<file path="src/rtl/vga_pkg.sv">
// Shared types and default geometry for the VGA framebuffer write path.
// Optional build macro: VGA_FB_VBLANK_GATE_EN (see vga_fb_write_arbiter).
package vga_pkg;

    localparam int ADDR_BITS  = 11;
    localparam int COLOR_BITS = 2;
    localparam int HD         = 1280;
    localparam int VD         = 1024;

    typedef enum logic [1:0] {
        BLACK = 2'd0,
        WHITE = 2'd1,
        BLUE  = 2'd2,
        GREEN = 2'd3
    } color_t;

    typedef enum logic [1:0] {
        IDLE = 2'd0,
        FILL = 2'd1,
        DONE = 2'd2
    } fill_state_t;

    typedef struct packed {
        logic [ADDR_BITS-1:0] x0;
        logic [ADDR_BITS-1:0] y0;
        logic [ADDR_BITS-1:0] x1;
        logic [ADDR_BITS-1:0] y1;
    } rect_cmd_t;

endpackage

</file>
<file path="src/rtl/vga_rect_walker.sv">
// Rectangle cursor: clamps the far corner to the screen and walks
// row-major from (x0,y0), one pixel per step.
module vga_rect_walker #(
    parameter int AW = 11,
    parameter int HD = 1280,
    parameter int VD = 1024
) (
    input  logic          clk,
    input  logic          arstn,
    input  logic          load,
    input  logic          step,
    input  logic [AW-1:0] x0,
    input  logic [AW-1:0] y0,
    input  logic [AW-1:0] x1,
    input  logic [AW-1:0] y1,
    output logic [AW-1:0] x,
    output logic [AW-1:0] y,
    output logic          last,
    output logic          empty
);

    localparam logic [AW-1:0] XMAX = AW'(HD - 1);
    localparam logic [AW-1:0] YMAX = AW'(VD - 1);

    logic [AW-1:0] x1c, y1c;
    logic [AW-1:0] x0_q, x1_q, y1_q;

    assign x1c   = (x1 > XMAX) ? XMAX : x1;
    assign y1c   = (y1 > YMAX) ? YMAX : y1;
    assign empty = (x0 > x1c) || (y0 > y1c);
    assign last  = (x == x1_q) && (y == y1_q);

    always_ff @(posedge clk or negedge arstn) begin
        if (!arstn) begin
            x0_q <= '0;
            x1_q <= '0;
            y1_q <= '0;
            x    <= '0;
            y    <= '0;
        end else if (load) begin
            x0_q <= x0;
            x1_q <= x1c;
            y1_q <= y1c;
            x    <= x0;
            y    <= y0;
        end else if (step) begin
            if (x == x1_q) begin
                x <= x0_q;
                y <= y + 1'b1;
            end else begin
                x <= x + 1'b1;
            end
        end
    end

endmodule

</file>
<file path="src/rtl/vga_fb_write_arbiter.sv">
// Round-robin sharing of the framebuffer write port between host pixels
// and the rect-fill engine. VGA_FB_VBLANK_GATE_EN: grant only in vblank.
module vga_fb_write_arbiter #(
    parameter int ADDR_BITS  = vga_pkg::ADDR_BITS,
    parameter int COLOR_BITS = vga_pkg::COLOR_BITS,
    parameter int HD         = vga_pkg::HD,
    parameter int VD         = vga_pkg::VD
) (
    input  logic                  clk,
    input  logic                  arstn,
    input  logic                  pix_valid_i,
    output logic                  pix_ready_o,
    input  logic [ADDR_BITS-1:0]  pix_x_i,
    input  logic [ADDR_BITS-1:0]  pix_y_i,
    input  logic [COLOR_BITS-1:0] pix_color_i,
    input  logic                  rect_valid_i,
    output logic                  rect_ready_o,
    input  logic [ADDR_BITS-1:0]  rect_x0_i,
    input  logic [ADDR_BITS-1:0]  rect_y0_i,
    input  logic [ADDR_BITS-1:0]  rect_x1_i,
    input  logic [ADDR_BITS-1:0]  rect_y1_i,
    input  logic [COLOR_BITS-1:0] rect_color_i,
    input  logic                  vblank_i,
    output logic                  busy_o,
    output logic                  done_o,
    output logic                  fb_we_o,
    output logic [ADDR_BITS-1:0]  fb_addr_x_o,
    output logic [ADDR_BITS-1:0]  fb_addr_y_o,
    output logic [COLOR_BITS-1:0] fb_color_o
);

    import vga_pkg::*;

    localparam logic [ADDR_BITS-1:0] XLIM = ADDR_BITS'(HD);
    localparam logic [ADDR_BITS-1:0] YLIM = ADDR_BITS'(VD);

    fill_state_t           state;
    rect_cmd_t             cmd;
    logic [COLOR_BITS-1:0] fill_color;
    logic [ADDR_BITS-1:0]  cur_x, cur_y;
    logic gate, fill_req, contested, grant_pix, grant_fill;
    logic prio_fill, accept, last, empty, pix_in_range;

`ifdef VGA_FB_VBLANK_GATE_EN
    assign gate = vblank_i;
`else
    logic unused_vblank;
    assign unused_vblank = vblank_i;
    assign gate          = 1'b1;
`endif

    assign cmd = '{x0: rect_x0_i, y0: rect_y0_i,
                   x1: rect_x1_i, y1: rect_y1_i};

    assign fill_req     = (state == FILL);
    assign contested    = pix_valid_i & fill_req;
    // prio_fill set means the pixel port won the last contested cycle
    assign grant_pix    = gate & pix_valid_i & (~fill_req | ~prio_fill);
    assign grant_fill   = gate & fill_req & (~pix_valid_i | prio_fill);
    assign pix_ready_o  = grant_pix;
    assign accept       = rect_ready_o & rect_valid_i;
    assign pix_in_range = (pix_x_i < XLIM) && (pix_y_i < YLIM);

    vga_rect_walker #(
        .AW (ADDR_BITS),
        .HD (HD),
        .VD (VD)
    ) u_walker (
        .clk   (clk),
        .arstn (arstn),
        .load  (accept),
        .step  (grant_fill),
        .x0    (cmd.x0),
        .y0    (cmd.y0),
        .x1    (cmd.x1),
        .y1    (cmd.y1),
        .x     (cur_x),
        .y     (cur_y),
        .last  (last),
        .empty (empty)
    );

    always_ff @(posedge clk or negedge arstn) begin
        if (!arstn) begin
            state        <= IDLE;
            rect_ready_o <= 1'b0;
            busy_o       <= 1'b0;
            done_o       <= 1'b0;
            prio_fill    <= 1'b0;
            fill_color   <= '0;
        end else begin
            if (gate && contested)
                prio_fill <= grant_pix;
            unique case (state)
                IDLE: begin
                    if (accept) begin
                        fill_color   <= rect_color_i;
                        rect_ready_o <= 1'b0;
                        if (empty) begin
                            state  <= DONE;
                            done_o <= 1'b1;
                        end else begin
                            state  <= FILL;
                            busy_o <= 1'b1;
                        end
                    end else begin
                        rect_ready_o <= 1'b1;
                    end
                end
                FILL: begin
                    if (grant_fill && last) begin
                        state  <= DONE;
                        busy_o <= 1'b0;
                        done_o <= 1'b1;
                    end
                end
                DONE: begin
                    state        <= IDLE;
                    done_o       <= 1'b0;
                    rect_ready_o <= 1'b1;
                end
                default: state <= IDLE;
            endcase
        end
    end

    always_ff @(posedge clk or negedge arstn) begin
        if (!arstn) begin
            fb_we_o     <= 1'b0;
            fb_addr_x_o <= '0;
            fb_addr_y_o <= '0;
            fb_color_o  <= '0;
        end else begin
            fb_we_o <= grant_fill | (grant_pix & pix_in_range);
            if (grant_fill) begin
                fb_addr_x_o <= cur_x;
                fb_addr_y_o <= cur_y;
                fb_color_o  <= fill_color;
            end else if (grant_pix && pix_in_range) begin
                fb_addr_x_o <= pix_x_i;
                fb_addr_y_o <= pix_y_i;
                fb_color_o  <= pix_color_i;
            end
        end
    end

endmodule

</file>
<file path="config.mk">
export PLATFORM = sky130hd
export DESIGN_NAME = vga_fb_write_arbiter
export DESIGN_NICKNAME = d
export VERILOG_FILES = /design/src/rtl/vga_pkg.sv /design/src/rtl/vga_rect_walker.sv /design/src/rtl/vga_fb_write_arbiter.sv
export SDC_FILE = /design/constraint.sdc
export NUM_CORES = 1
export LEC_CHECK = 0
export BUFFER_PORTS_ARGS = -buffer_cell sky130_fd_sc_hd__buf_2
export CAP_MARGIN = 20
export CORE_UTILIZATION = 55
export DETAILED_ROUTE_END_ITERATION = 12
export PLACE_DENSITY = 0.84
export SYNTH_ARGS = -nofsm -noshare
export SYNTH_HDL_FRONTEND = slang
export SYNTH_SLANG_ARGS = --single-unit
</file>
<file path="constraint.sdc">
create_clock -name clk -period 3 [get_ports clk]
set_clock_uncertainty 0.15 [all_clocks]
set_input_delay 0.45 -clock clk [delete_from_list [all_inputs] [get_ports clk]]
set_output_delay 0.45 -clock clk [all_outputs]
set_load 0.005 [all_outputs]
</file>
==> reports/results.ini, run 1 <==
[synthesis]
ys.flop_type = dfrtp_1
synth-async-reset-ratio_pct = 100.0
synth_compound_area_share_pct = 13.99
synth_xor_xnor_area_share_pct = 6.250
synth_warnings = 0
synthesis.nets = 635
ys_seq_elements = 88
yosys.area_share.simple_pct = 18.65
synth.yosys.seq_area_share_pct = 45.27
synth_fa_ha_area_share_pct = 6.944
syn_inst = 533
synth_edf_count = 0
netlist_area_sq_mm = 0.004865
avgSynthCellArea_sq_um = 9.127
synth_top_family_by_area = simple AND/OR/NAND/NOR gates
ys_types = 44
synthMuxAreaShare_pct = 4.707

[cts]
cts_root_buffer = clkbuf_8
cts_tree = yes
clkTransAtPathRegs_ps = 90
clockBufferDepth = 2
htreeDepth = 3
numCtsBuffers = 9
cts.sinks = 88
insertion_delay_ps = 360

[die]
core_area_sq_mm = 0.008382
start_util_pct = 58.04
placementRows = 33
fp.dieW_um = 96.05
dieArea_sq_mm = 0.009225
die_h_um = 96.05
ios = 104

[global_route]
antenna_found_initial = 0
grt_pass1_wl_um = 20130
grt-ovfl-total = 0
grt_pass1_vias = 4261
track_usage_pct = 28.73
grt_max_degree = 58

[pwr]
ir_drop_v = 0.0003236
clkPwrFrac_pct = 19.7
p_int_mw = 2.870
pwr-share-seq_pct = 45.2
total_leakage_power_nw = 2.754
switching_power_mw = 1.710
switching_share_pct = 37.33
comb_power_share_pct = 35.2
power_density_mw_per_mm2 = 801.8

[sta]
min_period_over_period_pct = 92.49
tightest_slew_ps = 619.3
finalSetupTns_ps = 0
hold_viol_final = 0
setup_viol = 0
post-route-min-period_ps = 2775
max_freq_mhz = 360.4
whs_ps = 173.5
rsz0062_at_grt = no
relSlewSlack_pct = 58.71
layout_setup_ws_ps = 225.2
slew_viol_final = 0

[routing]
first_iter_violations = 303
drcViolationCount = 0
first_pass_iters = 5
wl_per_cell_um = 16.67
vias = 4401
routed_via_density = 5.923
routed_wl_um = 12380
ant_nets = 0

[worst_setup_path]
cp_top_family = compound AO/OA/AOI/OAI gates
crit_slowest_cell = a2111oi_1
crit_chain = buf_2, inv_1, nor2_2, nor2_1, ha_1, a21oi_1, o21ai_0, a2111oi_1, o22ai_1, o221ai_2, mux2i_1
path_buf_inv = 2
timing.rr.end = done_o
critPathLaunchType = input port
worst_setup_path_end_kind = register
rrSetupSlack_ps = 310
critPathMaxStageDelay_ps = 570
endpoint = done_o
critical_path_depth = 11
critPathLaunch = rect_x1_i[10]
critical_path_class = in2reg
cp_data_arrival_time_ps = 2900
reg2reg_from = u_walker.x[7]
worstPathRequired_ps = 3130
path_max_fanout = 8
ff2ff_path_depth = 6

[placed_design]
dp_hpwl_um = 9227
pre_cts_slack_ps = -294.3
port_buffers = 102
gp_congestion = 0.9038
place_area_sq_mm = 0.005484

[worst_hold_path]
min_path_type = in2reg

[finish]
layout.nets = 735
finalInstanceArea_sq_mm = 0.005712
n_antenna_cell = 0
drive_gt1_share_pct = 23.51
syn_to_final_growth_pct = 17.41

[job]
maxCapViolations = 0

[outcome]
status = finished clean

worst reg2reg max path: stages (launching register included):
cell and delay (ps):
dfrtp_1 460, xnor2_1 240, nand4_1 250, or3_1 660
nor4_4 490, o221ai_2 180, mux2i_1 150
placed cells by master, fill, tap and decap left out, types with 6 or more instances in the layout:
cell type / count
buf_2: 101
dfrtp_1: 88
nand2_1: 80
nor2_1: 64
o21ai_0: 59
ha_1: 27
o22ai_1: 19
xnor2_1: 17
a21oi_1: 16
nand4_1: 16
buf_4: 16
mux2i_1: 15
inv_1: 14
xor2_1: 14
nand3_1: 10
clkbuf_8: 10
mux2_2: 7
and2_1: 6
power by group through the flow:
stage	Sequential (mW)	Combinational [mW]	Clock, mW
finish	2.07	1.61	0.900
global route	2.13	1.82	0.941
CTS	2.06	1.60	0.903
detailed placement	2.08	1.58	0
global placement	2.05	1.52	0
floorplan	1.96	1.11	0
kinds of logic after synthesis:
logic type / count (synthesis)
adder cells (fa/ha/maj): 27
AND/OR/NAND/NOR: 201
multiplexers: 22
XOR/XNOR: 33
buffers and inverters: 43
flip-flops: 88
AO/OA/AOI/OAI: 118
other: 1
area by class of cell:
type,instances,area [sq um]
fill,683,2670
multi-input combinational,402,2476
sequential,88,2202
timing repair buffer,118,635.6
clock buffer,13,148.9
tap,105,131.4
clock inverter,3,65.06
inverter,14,52.55
routing by layer:
metal / global-route usage [%] / wire [um] / share of wire (%) / vias up
li1: - / - / - / 2057
met1: 39.13 / 5472 / 44 / 2104
met2: 45.74 / 5635 / 46 / 212
met3: 4.739 / 995 / 8.0 / 28
met4: 11.69 / 280 / 2.3 / 0
met5: 0 / 0 / 0 / -
sequential cells by signal, summed over array words and instances, names as in the netlist:
register,count
busy_o,1
done_o,1
fb_addr_x_o,11
fb_addr_y_o,11
fb_color_o,2
fb_we_o,1
fill_color,2
prio_fill,1
rect_ready_o,1
state,2
u_walker.x,11
u_walker.x0_q,11
u_walker.x1_q,11
u_walker.y,11
u_walker.y1_q,11
synthesized netlist by cell type (2+ instances only):
| cell type | count | area share (%) |
|---|---|---|
| o21ai_1 | 2 | 0.21 |
| o22ai_1 | 19 | 2.4 |
| and3_1 | 4 | 0.51 |
| a211oi_1 | 4 | 0.62 |
| nand2_1 | 80 | 6.2 |
| a21oi_1 | 16 | 1.6 |
| o31ai_1 | 3 | 0.46 |
| nor3_1 | 3 | 0.31 |
| and2_1 | 6 | 0.77 |
| xor2_1 | 14 | 2.5 |
| a21o_1 | 2 | 0.31 |
| inv_1 | 14 | 1.1 |
| nand3_1 | 10 | 1.0 |
| o21a_1 | 2 | 0.31 |
| xnor2_2 | 2 | 0.67 |
| mux2i_1 | 15 | 3.1 |
| ha_1 | 27 | 6.9 |
| a31oi_1 | 3 | 0.39 |
| buf_1 | 2 | 0.15 |
| nand3b_1 | 3 | 0.46 |
| clkbuf_1 | 21 | 1.6 |
| o21ai_0 | 59 | 6.1 |
| xnor2_1 | 17 | 3.1 |
| nor4_1 | 5 | 0.64 |
| nand4_1 | 16 | 2.1 |
| or2_2 | 4 | 0.51 |
| nor2_1 | 65 | 5.0 |
| a2111oi_0 | 2 | 0.36 |
| mux2_2 | 7 | 1.6 |
| buf_6 | 5 | 1.2 |
| dfrtp_1 | 88 | 45 |
worst min-delay path by stage:
stage,from,to,cells after the start
6_report,rect_x0_i[6],u_walker.x0_q[6],3
5_1_grt,rect_color_i[0],fill_color[0],2
4_1_cts,rect_x0_i[6],u_walker.x0_q[6],3
3_5_place_dp,u_walker.x0_q[6],u_walker.x0_q[6],2
3_3_place_gp,fill_color[1],fb_color_o[1],2
2_1_floorplan,arstn,busy_o,0
timing repair:
item,4_1_cts,5_1_grt
setup endpoints to repair,0,3
gates resized for setup,0,2
hold buffers,1,0
hold endpoints to repair,43,0
buffers inserted,0,0
metrics by stage:
step	std cells	power (mW)	util, %
2_1_floorplan	533	3.077	-
3_3_place_gp	726	3.567	65.43
3_5_place_dp	726	3.666	65.43
4_1_cts	743	4.564	68.10
5_1_grt	743	4.888	68.14
6_report	743	4.580	68.14
Power figures use the tool's default switching activity.
==> run 2, diff against run 1 <==
Settings changed: BUFFER_PORTS_ARGS -buffer_cell sky130_fd_sc_hd__buf_2 to -buffer_cell sky130_fd_sc_hd__buf_4, PLACE_DENSITY 0.84 to 0.88.
==> reports/results.ini, run 2 (synthesis results as in run 1) <==
[global_route]
track_usage_pct = 28.14  ; -0.59 points
grt_pass1_wl_um = 19640  ; -2.5%
grt_max_degree = 58  ; unchanged
grt_pass1_vias = 4057  ; -4.8%
grt-ovfl-total = 0  ; unchanged
antenna_found_initial = 0  ; unchanged

[worst_setup_path]
cp_data_arrival_time_ps = 2970  ; +70 ps
reg2reg_from = u_walker.x[2]
path_max_fanout = 8  ; unchanged
worstPathRequired_ps = 3140  ; about the same
crit_slowest_cell = a2111oi_0
path_buf_inv = 2  ; unchanged
cp_top_family = compound AO/OA/AOI/OAI gates
crit_chain = buf_4, inv_1, nor2_1, nor2_1, ha_1, a21oi_1, o21ai_0, a2111oi_0, o22ai_1, o221ai_2, mux2i_1
crit_top_cell = nor2_1
critPathLaunch = rect_x1_i[10]
worst_setup_path_end_kind = register
critPathLaunchType = input port
critPathMaxStageDelay_ps = 490  ; -80 ps
critical_path_class = in2reg

[routing]
drcViolationCount = 0  ; unchanged
routed_wl_um = 12220  ; -1.3%
ant_nets = 0  ; unchanged
vias = 4312  ; -2.0%
first_pass_iters = 5  ; unchanged
first_iter_violations = 405  ; +34%
routed_via_density = 5.827  ; -1.6%
wl_per_cell_um = 16.51  ; -0.95%

[sta]
max_freq_mhz = 353.0  ; -2.0%
relSlewSlack_pct = 56.96  ; -1.8 points
slew_viol_final = 0  ; unchanged
setup_viol = 0  ; unchanged
tightest_slew_ps = 645.6  ; +26.34 ps
post-route-min-period_ps = 2833  ; +57.68 ps
whs_ps = 160.7  ; -12.82 ps
min_period_over_period_pct = 94.42  ; +1.9 points
rsz0062_at_grt = no
hold_viol_final = 0  ; unchanged

[pwr]
comb_power_share_pct = 36.7  ; +1.5 points
switching_power_mw = 1.734  ; +1.4%
p_int_mw = 2.895  ; +0.86%
clkPwrFrac_pct = 18.3  ; -1.4 points
pwr-share-seq_pct = 44.9  ; -0.3 points
switching_share_pct = 37.47  ; +0.13 points
ir_drop_v = 0.0003422  ; +5.7%
power_density_mw_per_mm2 = 780.9  ; -2.6%
total_leakage_power_nw = 2.829  ; +2.7%

[finish]
n_antenna_cell = 0  ; unchanged
fillerInstances = 649  ; -5.0%
final_cell_mix = 114 x buf_4, 88 x dfrtp_1, 80 x nand2_1
drive_gt1_share_pct = 23.46  ; -0.046 points
syn_to_final_growth_pct = 21.86
seqCellArea_sq_mm = 0.002202  ; unchanged
final_common_cell = buf_4
multiInputGateArea_sq_mm = 0.002472  ; -0.15%
layout.nets = 732  ; -0.41%
finalInstanceArea_sq_mm = 0.005928  ; +3.8%
utilization_pct = 70.73  ; +2.6 points

[die]
fp.dieW_um = 96.05  ; unchanged
start_util_pct = 58.04  ; unchanged
core_area_sq_mm = 0.008382  ; unchanged
dieArea_sq_mm = 0.009225  ; unchanged
placementRows = 33  ; unchanged
die_h_um = 96.05  ; unchanged
ios = 104  ; unchanged

[cts]
clockBufferDepth = 2  ; unchanged
cts.sinks = 88  ; unchanged
numCtsBuffers = 9  ; unchanged
htreeDepth = 3  ; unchanged
cts_tree = yes
cts_root_buffer = clkbuf_8
insertion_delay_ps = 370  ; about the same
post-cts-setup-buffers = 0  ; unchanged
clkTransAtPathRegs_ps = 90  ; about the same

[job]
maxCapViolations = 0  ; unchanged

[placed_design]
dp_hpwl_um = 9088  ; -1.5%
place_area_sq_mm = 0.005714  ; +4.2%
port_buffers = 102  ; unchanged
gp_congestion = 0.9022  ; -0.18%

[worst_hold_path]
min_path_type = in2reg
hp-start = rect_y0_i[2]

[outcome]
status = finished clean

## run 2: changes by cell type in the layout (fill, tap and decap cells not counted), sizes merged
cell	change
buf	-3
clkbuf	-3
clkinv	+2
inv	+2
bufinv	-1
## run 2: worst paths after layout
kind | end | slack [ps] | cells past startpoint
min in group asynchronous | u_walker.y1_q[0] | 500 | 2
max in group asynchronous | u_walker.x1_q[8] | 1470 | 3
min | u_walker.y[2] | 160 | 3
min reg2reg | u_walker.x0_q[0] | 340 | 2
max reg2reg | done_o | 340 | 6
max | done_o | 170 | 11
## run 2: area by class of cell
type	instances	area share, %
Clock buffer	10	2.322
Clock inverter	6	1.119
Inverter	14	0.8864
Multi-Input combinational cell	402	41.71
Sequential cell	88	37.15
Tap cell	105	2.216
Timing Repair Buffer	115	14.61
## run 2: what timing repair did
item,4_1_cts,5_1_grt
endpoints found under the hold margin,48,0
resized for setup,0,0
hold buffers,1,0
## run 2: power groups by stage
stage | clock (mW) | sequential [mW] | combinational (mW)
2_1_floorplan | 0 | 1.96 | 1.11
3_3_place_gp | 0 | 2.06 | 1.61
3_5_place_dp | 0 | 2.09 | 1.68
4_1_cts | 0.860 | 2.07 | 1.70
5_1_grt | 0.897 | 2.13 | 1.89
6_report | 0.849 | 2.08 | 1.70
## run 2: routing by layer
layer / routed length [um] / vias up / part of all wire [%] / global-route usage [%]
li1: - / 2052 / - / -
met1: 5533 / 2040 / 45 / 40.25
met2: 5579 / 203 / 46 / 43.85
met3: 898 / 17 / 7.4 / 3.712
met4: 206 / 0 / 1.7 / 10.20
met5: 0 / - / 0 / 0
## run 2: worst register-to-register path: cells and delay by family, from the launching register on
family,cells,cell delay [ps]
AND/OR/NAND/NOR,3,1380
flip-flops,1,540
multiplexers,1,190
AO/OA/AOI/OAI,1,170
XOR/XNOR,1,160
## run 2: per-stage QoR
step / setup slack [ps] / power [mW] / std cells / TNS [ps]
final: 167.5 / 4.629 / 740 / 0
after floorplan: 425.8 / 3.077 / 533 / 0
after detailed placement: -167.3 / 3.777 / 723 / -203.9
after CTS: 191.9 / 4.630 / 740 / 0
after global routing: 64.67 / 4.923 / 740 / 0
after global placement: -89.07 / 3.679 / 723 / -89.07
==> run 3, diff against run 2 <==
Settings changed: CELL_PAD_IN_SITES_DETAIL_PLACEMENT set to 1, CELL_PAD_IN_SITES_GLOBAL_PLACEMENT set to 1, CORE_MARGIN set to 3, CORE_UTILIZATION 55 to 41.
==> reports/results.ini, run 3 (synthesis results as in run 1) <==
[die]
die_h_um = 114.9  ; +20%
core_area_sq_mm = 0.01152  ; +37%
ios = 104  ; unchanged
placementRows = 39  ; +18%
fp.dieW_um = 114.9  ; +20%
dieArea_sq_mm = 0.01321  ; +43%
start_util_pct = 42.24  ; -16 points

[finish]
final_common_cell = buf_4
drive_gt1_share_pct = 24.18  ; +0.71 points
n_antenna_cell = 0  ; unchanged
final_cell_mix = 116 x buf_4, 88 x dfrtp_1, 80 x nand2_1
syn_to_final_growth_pct = 26.44
finalInstanceArea_sq_mm = 0.006151  ; +3.8%
layout.nets = 734  ; +0.27%

[worst_setup_path]
worstPathRequired_ps = 3080  ; -60 ps
reg2reg_from = u_walker.x[9]
worst_setup_path_end_kind = register
timing.rr.end = done_o
rrSetupSlack_ps = 230  ; -110 ps
path_max_fanout = 13  ; +5
cp_data_arrival_time_ps = 2860  ; -110 ps
ff2ff_path_depth = 6  ; unchanged
critPathLaunchType = register
critical_path_class = reg2reg

[routing]
first_pass_iters = 5  ; unchanged
ant_nets = 0  ; unchanged
first_iter_violations = 263  ; -35%
drcViolationCount = 0  ; unchanged
routed_via_density = 5.709  ; -2.0%
routed_wl_um = 16070  ; +32%
vias = 4453  ; +3.3%
wl_per_cell_um = 20.60  ; +25%

[placed_design]
dp_hpwl_um = 11490  ; +26%
pre_cts_slack_ps = -319.8  ; -152.5 ps
port_buffers = 102  ; unchanged
place_area_sq_mm = 0.005797  ; +1.4%
gp_congestion = 0.8251  ; -8.5%

[global_route]
track_usage_pct = 25.02  ; -3.1 points
grt_pass1_wl_um = 25830  ; +32%
antenna_found_initial = 0  ; unchanged
grt_max_degree = 58  ; unchanged
grt_pass1_vias = 4816  ; +19%
grt-ovfl-total = 0  ; unchanged

[cts]
htreeDepth = 3  ; unchanged
cts_tree = yes
cts.sinks = 88  ; unchanged
clkTransAtPathRegs_ps = 70  ; -20 ps
insertion_delay_ps = 350  ; -20 ps
numCtsBuffers = 9  ; unchanged
clockBufferDepth = 2  ; unchanged
post-cts-setup-buffers = 0  ; unchanged
cts_root_buffer = clkbuf_16

[sta]
layout_setup_ws_ps = 226.1  ; +58.63 ps
tightest_slew_ps = 759.0  ; +113.3 ps
post-route-min-period_ps = 2774  ; -58.63 ps
rsz0062_at_grt = no
min_period_over_period_pct = 92.46  ; -2.0 points
hold_viol_final = 0  ; unchanged
max_freq_mhz = 360.5  ; +2.1%
setup_viol = 0  ; unchanged
relSlewSlack_pct = 49.40  ; -7.6 points
slew_viol_final = 0  ; unchanged
finalSetupTns_ps = 0  ; unchanged
whs_ps = 20.93  ; -139.8 ps

[worst_hold_path]
min_path_type = in2async

[pwr]
power_density_mw_per_mm2 = 856.0  ; +9.6%
total_leakage_power_nw = 2.904  ; +2.7%
ir_drop_v = 0.0002648  ; -23%

[outcome]
status = finished clean

[job]
maxCapViolations = 0  ; unchanged

==> run 3: changes by cell type in the layout (fill, tap and decap cells not counted), moves of 2 or more <==
cell	before	now
clkbuf_8	10	0
buf_4	114	116
inv_6	2	0
clkbuf_16	0	9
bufinv_16	1	3
==> run 3: stage by stage <==
stage / power, mW / std cells / utilization (%)
floorplan: 3.077 / 533 / -
global placement: 3.745 / 764 / 50.34
detailed placement: 3.898 / 764 / 50.34
CTS: 5.274 / 780 / 53.36
global route: 5.584 / 780 / 53.41
finish: 5.265 / 780 / 53.41
==> run 3: layer usage <==
layer / global-route usage (%) / vias to the layer above / wire length [um]
met2: 42.25 / 164 / 7939
met5: 0 / - / 0
li1: - / 2052 / -
met3: 4.053 / 37 / 832
met1: 32.38 / 2200 / 6870
met4: 9.390 / 0 / 429
==> run 3: final cells by class <==
cell class | instances | area (sq um)
fill | 1358 | 5365
multi-input combinational | 402 | 2481
sequential | 88 | 2202
timing repair buffer | 117 | 890.9
clock buffer | 9 | 225.2
tap | 143 | 178.9
clock inverter | 7 | 120.1
inverter | 14 | 52.55
==> run 3: power by group <==
group / internal (mW) / switching (mW)
registers: 1.65 / 0.452
clock network: 0.815 / 0.494
logic: 0.860 / 0.994
total: 3.32 / 1.94
==> run 3: repair_timing <==
action / in CTS / in global routing
hold buffers: 0 / 0
endpoints found under the setup margin: 2 / 2
gates resized for setup: 1 / 2
gates cloned: 0 / 0
==> run 3: worst max-delay path, stage by stage, from the launching register on <==
cell and delay, ps:
dfrtp_1 460, xnor2_1 300, nand4_2 230, or3_1 670, nor4_4 530, o221ai_2 180
mux2i_1 140
==> run 3: worst max path at each step <==
stage	from	endpoint	slack [ps]	cells past startpoint
global placement	rect_x1_i[10]	done_o	-250	12
floorplan	rect_x1_i[10]	done_o	430	10
global route	rect_x1_i[10]	busy_o	2	12
detailed placement	rect_x1_i[10]	done_o	-320	12
CTS	rect_x1_i[10]	done_o	90	12
finish	u_walker.x[9]	done_o	230	6
